==> config.mk <==
export PLATFORM = sky130hd
export DESIGN_NAME = dmac_aw_w_scheduler_flat
export DESIGN_NICKNAME = d
export VERILOG_FILES = /design/src/rtl/dmac_aw_w_scheduler_if.sv /design/src/rtl/dmac_aw_w_scheduler.sv /design/src/flat_wrapper.sv
export SDC_FILE = /design/constraint.sdc
export NUM_CORES = 1
export LEC_CHECK = 0
export ABC_AREA = 1
export CORE_AREA = 2 2 176 178
export DETAILED_ROUTE_END_ITERATION = 16
export DIE_AREA = 0 0 178 180
export HOLD_SLACK_MARGIN = 0.05
export SLEW_MARGIN = 20
export SYNTH_ARGS = -nofsm -noshare
export SYNTH_HDL_FRONTEND = slang
export SYNTH_SLANG_ARGS = --single-unit
export TNS_END_PERCENT = 100
==> constraint.sdc <==
create_clock -name clk -period 2.43 [get_ports clk]
set_input_delay 0.243 -clock clk [delete_from_list [all_inputs] [get_ports clk]]
set_output_delay 0.243 -clock clk [all_outputs]
set_load 0.02 [all_outputs]
==> src/rtl/dmac_aw_w_scheduler_if.sv <==
// AW/W bundle between the DMAC engines, the scheduler and the AXI write port.
// slave: scheduler side; master: engines plus AXI slave side (testbench).
interface dmac_aw_w_scheduler_if #(
  parameter int N_MASTER = 4,
  parameter int AW_W     = 45,
  parameter int W_W      = 41
);
  logic [N_MASTER-1:0]      src_awvalid_i;
  logic [N_MASTER-1:0]      src_awready_o;
  logic [N_MASTER*AW_W-1:0] src_awdata_i;
  logic                     awvalid_o;
  logic                     awready_i;
  logic [AW_W-1:0]          awdata_o;
  logic [N_MASTER-1:0]      src_wvalid_i;
  logic [N_MASTER-1:0]      src_wready_o;
  logic [N_MASTER*W_W-1:0]  src_wdata_i;
  logic                     wvalid_o;
  logic                     wready_i;
  logic [W_W-1:0]           wdata_o;

  modport slave (
    input  src_awvalid_i, src_awdata_i, awready_i,
    input  src_wvalid_i, src_wdata_i, wready_i,
    output src_awready_o, awvalid_o, awdata_o,
    output src_wready_o, wvalid_o, wdata_o
  );

  modport master (
    output src_awvalid_i, src_awdata_i, awready_i,
    output src_wvalid_i, src_wdata_i, wready_i,
    input  src_awready_o, awvalid_o, awdata_o,
    input  src_wready_o, wvalid_o, wdata_o
  );
endinterface

==> src/rtl/dmac_aw_w_scheduler.sv <==
// Round-robin AW arbiter feeding an order FIFO that steers W in AW order.
// Ports: clk, rst, bus (AW/W), outstanding_o (FIFO occupancy), len_err_o.
module dmac_aw_w_scheduler #(
  parameter int N_MASTER   = 4,
  parameter int FIFO_DEPTH = 4,
  parameter int AW_W       = 45,
  parameter int W_W        = 41
) (
  input  logic                        clk,
  input  logic                        rst,
  dmac_aw_w_scheduler_if.slave        bus,
  output logic [$clog2(FIFO_DEPTH):0] outstanding_o,
  output logic                        len_err_o
);
  localparam int IW = (N_MASTER > 1) ? $clog2(N_MASTER) : 1;
  localparam int PW = $clog2(FIFO_DEPTH);
  localparam int CW = PW + 1;
  // awlen sits above awsize[2:0] and awburst[1:0]
  localparam int LEN_LSB = 5;

  logic [IW-1:0]   rr_ptr;
  logic            lock;
  logic [IW-1:0]   lock_idx;
  logic            cand_ok;
  logic [IW-1:0]   cand_idx;
  logic            gnt_ok;
  logic [IW-1:0]   gnt_idx;
  logic [IW-1:0]   gnt_nxt;
  logic            awvalid;
  logic            aw_fire;
  logic [AW_W-1:0] aw_sel;

  logic [IW-1:0]   fifo_idx [FIFO_DEPTH];
  logic [3:0]      fifo_len [FIFO_DEPTH];
  logic [PW-1:0]   wr_ptr;
  logic [PW-1:0]   rd_ptr;
  logic [CW-1:0]   count;
  logic            full;
  logic            empty;
  logic [IW-1:0]   head_idx;
  logic [3:0]      head_len;
  logic [IW-1:0]   w_idx;
  logic [W_W-1:0]  w_sel;
  logic            wvalid;
  logic            w_fire;
  logic            wlast;
  logic            push;
  logic            pop;
  logic [3:0]      beat_cnt;

  assign full  = (count == CW'(FIFO_DEPTH));
  assign empty = (count == '0);

  always_comb begin : search
    int j;
    j        = 0;
    cand_ok  = 1'b0;
    cand_idx = '0;
    for (int k = 0; k < N_MASTER; k++) begin
      j = int'(rr_ptr) + k;
      if (j >= N_MASTER) j = j - N_MASTER;
      if (!cand_ok && bus.src_awvalid_i[IW'(j)]) begin
        cand_ok  = 1'b1;
        cand_idx = IW'(j);
      end
    end
  end

  // A pending lock overrides the search so the payload cannot move.
  assign gnt_ok  = lock | cand_ok;
  assign gnt_idx = lock ? lock_idx : cand_idx;
  assign gnt_nxt = (gnt_idx == IW'(N_MASTER - 1)) ? '0 : gnt_idx + 1'b1;

  assign awvalid = !rst && !full && gnt_ok;
  assign aw_fire = awvalid && bus.awready_i;
  assign aw_sel  = bus.src_awdata_i[gnt_idx*AW_W +: AW_W];

  assign bus.awvalid_o = awvalid;
  assign bus.awdata_o  = aw_sel;

  always_comb begin
    bus.src_awready_o = '0;
    if (awvalid) bus.src_awready_o[gnt_idx] = bus.awready_i;
  end

  assign head_idx = fifo_idx[rd_ptr];
  assign head_len = fifo_len[rd_ptr];
  assign w_idx    = empty ? '0 : head_idx;
  assign w_sel    = bus.src_wdata_i[w_idx*W_W +: W_W];
  assign wvalid   = !rst && !empty && bus.src_wvalid_i[head_idx];
  assign w_fire   = wvalid && bus.wready_i;
  assign wlast    = w_sel[0];

  assign bus.wvalid_o = wvalid;
  assign bus.wdata_o  = w_sel;

  always_comb begin
    bus.src_wready_o = '0;
    if (!rst && !empty) bus.src_wready_o[head_idx] = bus.wready_i;
  end

  assign push = aw_fire;
  assign pop  = w_fire && wlast;

  assign outstanding_o = count;

  always_ff @(posedge clk) begin
    if (rst) begin
      rr_ptr    <= '0;
      lock      <= 1'b0;
      lock_idx  <= '0;
      wr_ptr    <= '0;
      rd_ptr    <= '0;
      count     <= '0;
      beat_cnt  <= '0;
      len_err_o <= 1'b0;
    end else begin
      if (aw_fire) begin
        rr_ptr <= gnt_nxt;
        lock   <= 1'b0;
      end else if (awvalid) begin
        lock     <= 1'b1;
        lock_idx <= gnt_idx;
      end
      if (push) wr_ptr <= wr_ptr + 1'b1;
      if (pop)  rd_ptr <= rd_ptr + 1'b1;
      unique case ({push, pop})
        2'b10:   count <= count + 1'b1;
        2'b01:   count <= count - 1'b1;
        default: count <= count;
      endcase
      if (w_fire) begin
        if (wlast) begin
          beat_cnt <= '0;
          if (beat_cnt != head_len) len_err_o <= 1'b1;
        end else begin
          beat_cnt <= beat_cnt + 1'b1;
          if (beat_cnt == head_len) len_err_o <= 1'b1;
        end
      end
    end
  end

  // Entry storage needs no reset: occupancy guards every read.
  always_ff @(posedge clk) begin
    if (push) begin
      fifo_idx[wr_ptr] <= gnt_idx;
      fifo_len[wr_ptr] <= aw_sel[LEN_LSB +: 4];
    end
  end
endmodule

==> src/flat_wrapper.sv <==
// flat-port wrapper written by rule: the top's interface ports become plain ports
module dmac_aw_w_scheduler_flat 
#(
  parameter int N_MASTER   = 4,
  parameter int FIFO_DEPTH = 4,
  parameter int AW_W       = 45,
  parameter int W_W        = 41
)
  (clk, rst, outstanding_o, len_err_o, bus_src_awvalid_i, bus_src_awdata_i, bus_awready_i, bus_src_wvalid_i, bus_src_wdata_i, bus_wready_i, bus_src_awready_o, bus_awvalid_o, bus_awdata_o, bus_src_wready_o, bus_wvalid_o, bus_wdata_o);
  dmac_aw_w_scheduler_if #(.N_MASTER(N_MASTER), .AW_W(AW_W), .W_W(W_W)) bus_i ();
  input  logic clk;
  input  logic rst;
  output logic [$clog2(FIFO_DEPTH):0] outstanding_o;
  output logic len_err_o;
  input wire logic [$bits(bus_i.src_awvalid_i)-1:0] bus_src_awvalid_i;
  input wire logic [$bits(bus_i.src_awdata_i)-1:0] bus_src_awdata_i;
  input wire logic [$bits(bus_i.awready_i)-1:0] bus_awready_i;
  input wire logic [$bits(bus_i.src_wvalid_i)-1:0] bus_src_wvalid_i;
  input wire logic [$bits(bus_i.src_wdata_i)-1:0] bus_src_wdata_i;
  input wire logic [$bits(bus_i.wready_i)-1:0] bus_wready_i;
  output wire logic [$bits(bus_i.src_awready_o)-1:0] bus_src_awready_o;
  output wire logic [$bits(bus_i.awvalid_o)-1:0] bus_awvalid_o;
  output wire logic [$bits(bus_i.awdata_o)-1:0] bus_awdata_o;
  output wire logic [$bits(bus_i.src_wready_o)-1:0] bus_src_wready_o;
  output wire logic [$bits(bus_i.wvalid_o)-1:0] bus_wvalid_o;
  output wire logic [$bits(bus_i.wdata_o)-1:0] bus_wdata_o;
  assign bus_i.src_awvalid_i = bus_src_awvalid_i;
  assign bus_i.src_awdata_i = bus_src_awdata_i;
  assign bus_i.awready_i = bus_awready_i;
  assign bus_i.src_wvalid_i = bus_src_wvalid_i;
  assign bus_i.src_wdata_i = bus_src_wdata_i;
  assign bus_i.wready_i = bus_wready_i;
  assign bus_src_awready_o = bus_i.src_awready_o;
  assign bus_awvalid_o = bus_i.awvalid_o;
  assign bus_awdata_o = bus_i.awdata_o;
  assign bus_src_wready_o = bus_i.src_wready_o;
  assign bus_wvalid_o = bus_i.wvalid_o;
  assign bus_wdata_o = bus_i.wdata_o;
  dmac_aw_w_scheduler #(.N_MASTER(N_MASTER), .FIFO_DEPTH(FIFO_DEPTH), .AW_W(AW_W), .W_W(W_W)) u_core (.clk(clk), .rst(rst), .bus(bus_i), .outstanding_o(outstanding_o), .len_err_o(len_err_o));
endmodule
-- Yosys cells after proc, flatten, opt, wreduce, memory -nomap -nowiden
Memories as Yosys holds them, arrays and structs flattened. A register that Yosys moved wholly into a read port is not among the register bits.
Cells that the tools add are included.
- add/subtract/negate cells: 13
- $mul: 2
- order comparisons: 12
- equal/unequal tests: 7
- shifts and indexed selects: 2
- mux-type cells: 46
- bitwise logic cells: 4
- reductions and logical operators: 24
- operators with widths (cell ; count):
    $shiftx 180x9->45 ; 1
    $shiftx 164x9->41 ; 1
    $mux 2 ; 15
    $mux 1 ; 20
    $lt 2x4->1 const B ; 4
    $mul 2x6->8 const B ; 2
    $logic_and 1x1->1 ; 12
    $mux 4 ; 3
    $bmux 1 s2 ; 5
    $ge 3x3->1 const B ; 3
    $and 4x4->4 ; 2
    $sub 2x1->2 const B ; 4
    $add 2x1->2 const B ; 3
    $add 2x2->3 const B ; 2
    $logic_not 1->1 ; 6
    $lt 2x3->1 const B ; 2
    $pmux 3 s2 ; 1
    $add 4x1->4 const B ; 1
    $demux 1 s2 ; 2
    $eq 2x2->1 const B ; 2
    $eq 4x4->1 ; 1
    $ge 2x1->1 const B ; 2
    $ne 4x4->1 ; 1
    $reduce_bool 2->1 ; 2
    other kinds (13) ; 13
- register bits: 17
- RAM bits: 24
- input port bits: 356
- memories kept: 2
- memories (memory ; words ; bits a word ; rd ports ; clocked after memory_dff ; write ports ; line ; text):
    u_core.fifo_len ; 4 ; 4 ; 1 ; 1 ; 1 ; dmac_aw_w_scheduler.sv:34 ; logic [3:0] fifo_len [FIFO_DEPTH];
    u_core.fifo_idx ; 4 ; 2 ; 1 ; 1 ; 1 ; dmac_aw_w_scheduler.sv:33 ; logic [IW-1:0] fifo_idx [FIFO_DEPTH];

-- Depth between registers and ports, before layout
- word-level depth: 22
- gate-level depth with buffers: 18
- depth with buffers taken out: 18

-- Worst setup path before layout
No wires, ideal clock.
- path type: reg2reg
- start point: register with a tool-made name
- end point: register u_core.count[2], in the netlist u_core.outstanding_o[2]
- arrival: 2.437 ns
- required time: 2.308 ns
- slack: -0.129 ns
- stages on the path, launching flop included: 18
- buffers on the path: 2
- period minus slack after synthesis: 2.559 ns
- cells stage by stage: dfxtp_1 buf_4 nand2_1 nand3_1 nand2_1 nor2_1 buf_2 nand2_1 o21ai_2 nand2_2 inv_1 ha_1 inv_1 fa_1 a21oi_1 o21ai_0 o21ai_0 a21oi_1
- RTL lines (what ; line ; text):
    end signal, assigned ; dmac_aw_w_scheduler.sv:128 ; 2'b10: count <= count + 1'b1;
    end signal, assigned ; dmac_aw_w_scheduler.sv:129 ; 2'b01: count <= count - 1'b1;
    end signal, assigned ; dmac_aw_w_scheduler.sv:130 ; default: count <= count;
    end, declared ; dmac_aw_w_scheduler.sv:37 ; logic [CW-1:0] count;

-- Worst setup path in the final report
- start point: register u_core.rr_ptr[0]
- end point: output port bus_awdata_o[26]
- word-level cells in the longest chain between the ends: 18
- ends and longest elaborated chain (what ; line ; text):
    start, declared ; dmac_aw_w_scheduler.sv:21 ; logic [IW-1:0] rr_ptr;
    start signal, assigned ; dmac_aw_w_scheduler.sv:119 ; rr_ptr <= gnt_nxt;
    parallel branches: the longest is 14 deep, another holds $add 2x1->3 ; n/a ;
    $mux 2 * ; dmac_aw_w_scheduler.sv:62 ; if (!cand_ok && bus.src_awvalid_i[IW'(j)]) begin
    $mux 2 * ; dmac_aw_w_scheduler.sv:71 ; assign gnt_idx = lock ? lock_idx : cand_idx;
    $mul 2x6->8 * ; dmac_aw_w_scheduler.sv:76 ; assign aw_sel = bus.src_awdata_i[gnt_idx*AW_W +: AW_W];
    $shiftx 180x9->45 * ; dmac_aw_w_scheduler.sv:76 ;
    end, declared ; flat_wrapper.sv:23 ; output wire logic [$bits(bus_i.awdata_o)-1:0] bus_awdata_o;
Mark *: on every way between the ends. The select of a mux whose other input is x is not followed.

==> summary.txt <==
Finish
  • Area grow syn2layout: 133%
  • Fillers: 3,002
  • Nets: 1,959
  • End-of-flow core utilization: 44.5%
  • Share of cells above drive strength 1: between 30% and 40%

Flow run
  • Max-cap violations: 0

Power
  • Max IR drop VDD: 0.407 mV
  • PnR Total Power: ~8100 uW
  • Leak: between 0.006 and 0.007 uW
  • PwrDens: 601 mW/mm^2

Logic synthesis
  • Post-synth top area cell: nand2_1
  • Synthesized cell area: roughly 0.0058 mm^2
  • Yosys reg bits: 43
  • Synth async-reset ratio: 0%
  • Sequential share of the synthesized area: 19.1%
  • Syn Inst Count: 1,046
  • Post-synth top area share: between 10% and 20%
  • Synthesized area per cell: between 5 and 6 um^2
  • Synth unique cells: 30
  • Syn Nets: between 1,000 and 1,500
  • Post-synth EDFFs: 24
  • Yosys Warn Count: 0
  • Synth cell count leaders: nand2_1 (288), inv_1 (220), nand3_1 (211)
  • Most common cell in the netlist: nand2_1
  • Top_reg_cell synth: edfxtp_1
  • Main area contributors after synthesis: nand2_1 (19%), nand3_1 (18%), inv_1 (14%)

Timing
  • Fin crit period: 2.72 ns
  • WHS: between 0.4 and 0.5 ns
  • Actual slew at the worst max-slew pin: a little under 0.5 ns
  • Pins Over Slew Limit: 0
  • Setup violators final: 67
  • Final WS setup: -0.285 ns
  • RSZ-0062 raised after global routing: yes
  • Relative slew slack: between 60% and 70%
  • Fin. Hold Viols: 0
  • Fmax: between 300 and 400 MHz
  • Clock skew: roughly 0.013 ns
  • Period utilisation layout: 112%

Worst setup path
  • Critical path fanouts, max: 16
  • CP Class: register to output pin
  • Startpoint Class: register
  • Worst EP arrival: 2.47 ns
  • Flop2flop setup slack: -0.22 ns
  • Crit path capture type: output pin
  • WP data required: approximately 2.2 ns

Placed design
  • Routability cong.: just over 0.9
  • IO Port Bufs: about 460
  • Worst slack at placement: -0.603 ns
  • Detailed Place HPWL: between 20,000 and 30,000 um

Detailed routing
  • Met3 wire length: approximately 2700 um
  • Routed wire per std cell: 16.9 um
  • Post-DRT Antenna Nets: 0
  • WL final: 33,600 um
  • Metal-1 WL: roughly 11,000 um
  • Via-to-Cell Ratio: 4.45
  • Routed vias: 8,878
  • Met2 wire len: roughly 18,000 um
  • Post-route DRC violation count: 0
  • 1st-pass router iterations: 6
  • Initial DRC count: approximately 330
  • Highest metal used: met5

Die
  • Boundary pin count: ~460
  • Die W: roughly 180 um
  • Core Area: between 0.03 and 0.04 mm^2
  • Die area: 0.0320 mm^2
  • Initial Util: a little under a fifth
  • Die height: roughly 180 um
  • Rows: 64

Clock network
  • Clock latency on the worst-skew pair: slightly below 0.3 ns
  • H-tree depth: 2
  • Clock sinks: 43
  • Clock root cell: clkbuf_16
  • CTS tree: done
  • CTS max path bufs: 2
  • Reg clk slew, reported paths: around 0.06 ns
  • Post-CTS Hold Fix Bufs: 0
  • Total CTS buffers: 5

Run status
  • Violated checks: setup timing
  • Status: complete, but fails checks

Hold path
  • Hold crit path type: register to register

Global routing
  • GRT Residual Overflow: 0
  • Largest net degree at the start of global routing: slightly above 70
  • Total Routing Usage GR: between 10% and 20%
  • Vias in the first global route: roughly 9,100
  • Antenna violations before repair: 6
  • First-pass GRT wire length: a little under 50,000 um
where the power goes:
part	internal [uW]	switching, uW
combinational	3310	3210
sequential	853	25.9
clock	407	257
sequential cells by signal (all words and copies together), names as in the netlist, named ones only:
name                  cells
u_core.rd_ptr             2
u_core.beat_cnt           4
u_core.len_err_o          1
u_core.outstanding_o      3
u_core.lock               1
u_core.fifo_idx           8
u_core.rr_ptr             2
u_core.lock_idx           2
u_core.fifo_len          16
u_core.wr_ptr             2
worst paths after layout:
path	startpoint	endpoint	depth (start not counted)
max	u_core.rr_ptr[0]$_SDFFE_PP0P_	bus_awdata_o[26]	20
min	u_core.len_err_o$_SDFFE_PP0P_	u_core.len_err_o$_SDFFE_PP0P_	2
min reg2reg	u_core.len_err_o$_SDFFE_PP0P_	u_core.len_err_o$_SDFFE_PP0P_	2
max reg2reg	u_core.rr_ptr[0]$_SDFFE_PP0P_	u_core.fifo_len[2][0]$_DFFE_PP_	21
repair_timing:
item / in CTS / in global routing
endpoints found under the setup margin: 97 / 130
setup buffers: 33 / 19
resized for setup: 590 / 145
pin swaps: 82 / 55
gates cloned: 11 / 5
layer usage:
metal,vias to the layer above,track usage [%]
met5,-,0
met3,58,4.57
met4,2,9.51
li1,4448,-
met1,4002,17.9
met2,368,38.7
cells by family after synthesis:
family | after synthesis | share of synthesized area, %
adder cells (fa/ha/maj) | 11 | 2.52
XOR/XNOR | 3 | 0.456
AND/OR/NAND/NOR | 549 | 41.1
flip-flops | 43 | 19.1
AO/OA/AOI/OAI | 146 | 15.7
buffers and inverters | 294 | 21.2
critical path, stage by stage (launching register included):
cell and delay, ns:
dfxtp_4 0.35, buf_12 0.13, inv_8 0.06, buf_6 0.12, nand2_2 0.05, nand2_2 0.08
nand2_1 0.06, nand2_1 0.07, nand2_2 0.05, nand2_1 0.05, nand2_1 0.06, nand2_2 0.12
buf_12 0.12, clkinv_8 0.06, nand2_8 0.12, buf_6 0.13, buf_16 0.14, nand3_1 0.11
nand3_2 0.11, nand2_2 0.05, buf_6 0.13
placed cells by master, fill, tap and decap left out, types with 5 or more instances in the layout:
cell / instances
inv_1: 211
buf_4: 93
nand3_1: 136
clkdlybuf4s15_2: 7
o21ai_0: 6
inv_2: 8
nand3_2: 69
dfxtp_1: 12
buf_8: 9
buf_12: 23
nand2_2: 81
clkdlybuf4s50_1: 358
o22ai_1: 40
ha_1: 6
nor2_2: 5
nor2_4: 6
buf_6: 74
a22oi_1: 39
edfxtp_1: 24
diode_2: 5
nor2_1: 26
dfxtp_2: 5
nand2_1: 185
buf_16: 10
a21oi_1: 47
clkbuf_16: 10
nand3_4: 6
nand2_4: 28
nor3_1: 5
buf_2: 22
area by class of cell:
type,instances,area (um^2),share of cell area (%)
Multi-Input combinational cell,710,4420,32.9
Clock buffer,7,143,1.06
Clock inverter,1,5.00,0.0373
Timing Repair Buffer,607,6360,47.4
Inverter,225,875,6.52
Antenna cell,5,12.5,0.0932
Sequential cell,43,1110,8.31
Tap cell,396,495,3.69
stage by stage:
stage / cells / area [um^2] / TNS, ns
floorplan: 1046 / 5790 / 0
global placement: 1919 / 11400 / -28.21
detailed placement: 1919 / 11400 / -30.31
CTS: 1968 / 12800 / -11.30
global route: 1994 / 13400 / -24.88
finish: 1994 / 13400 / -14.53
Note: power is estimated with default switching activity, not from simulation.
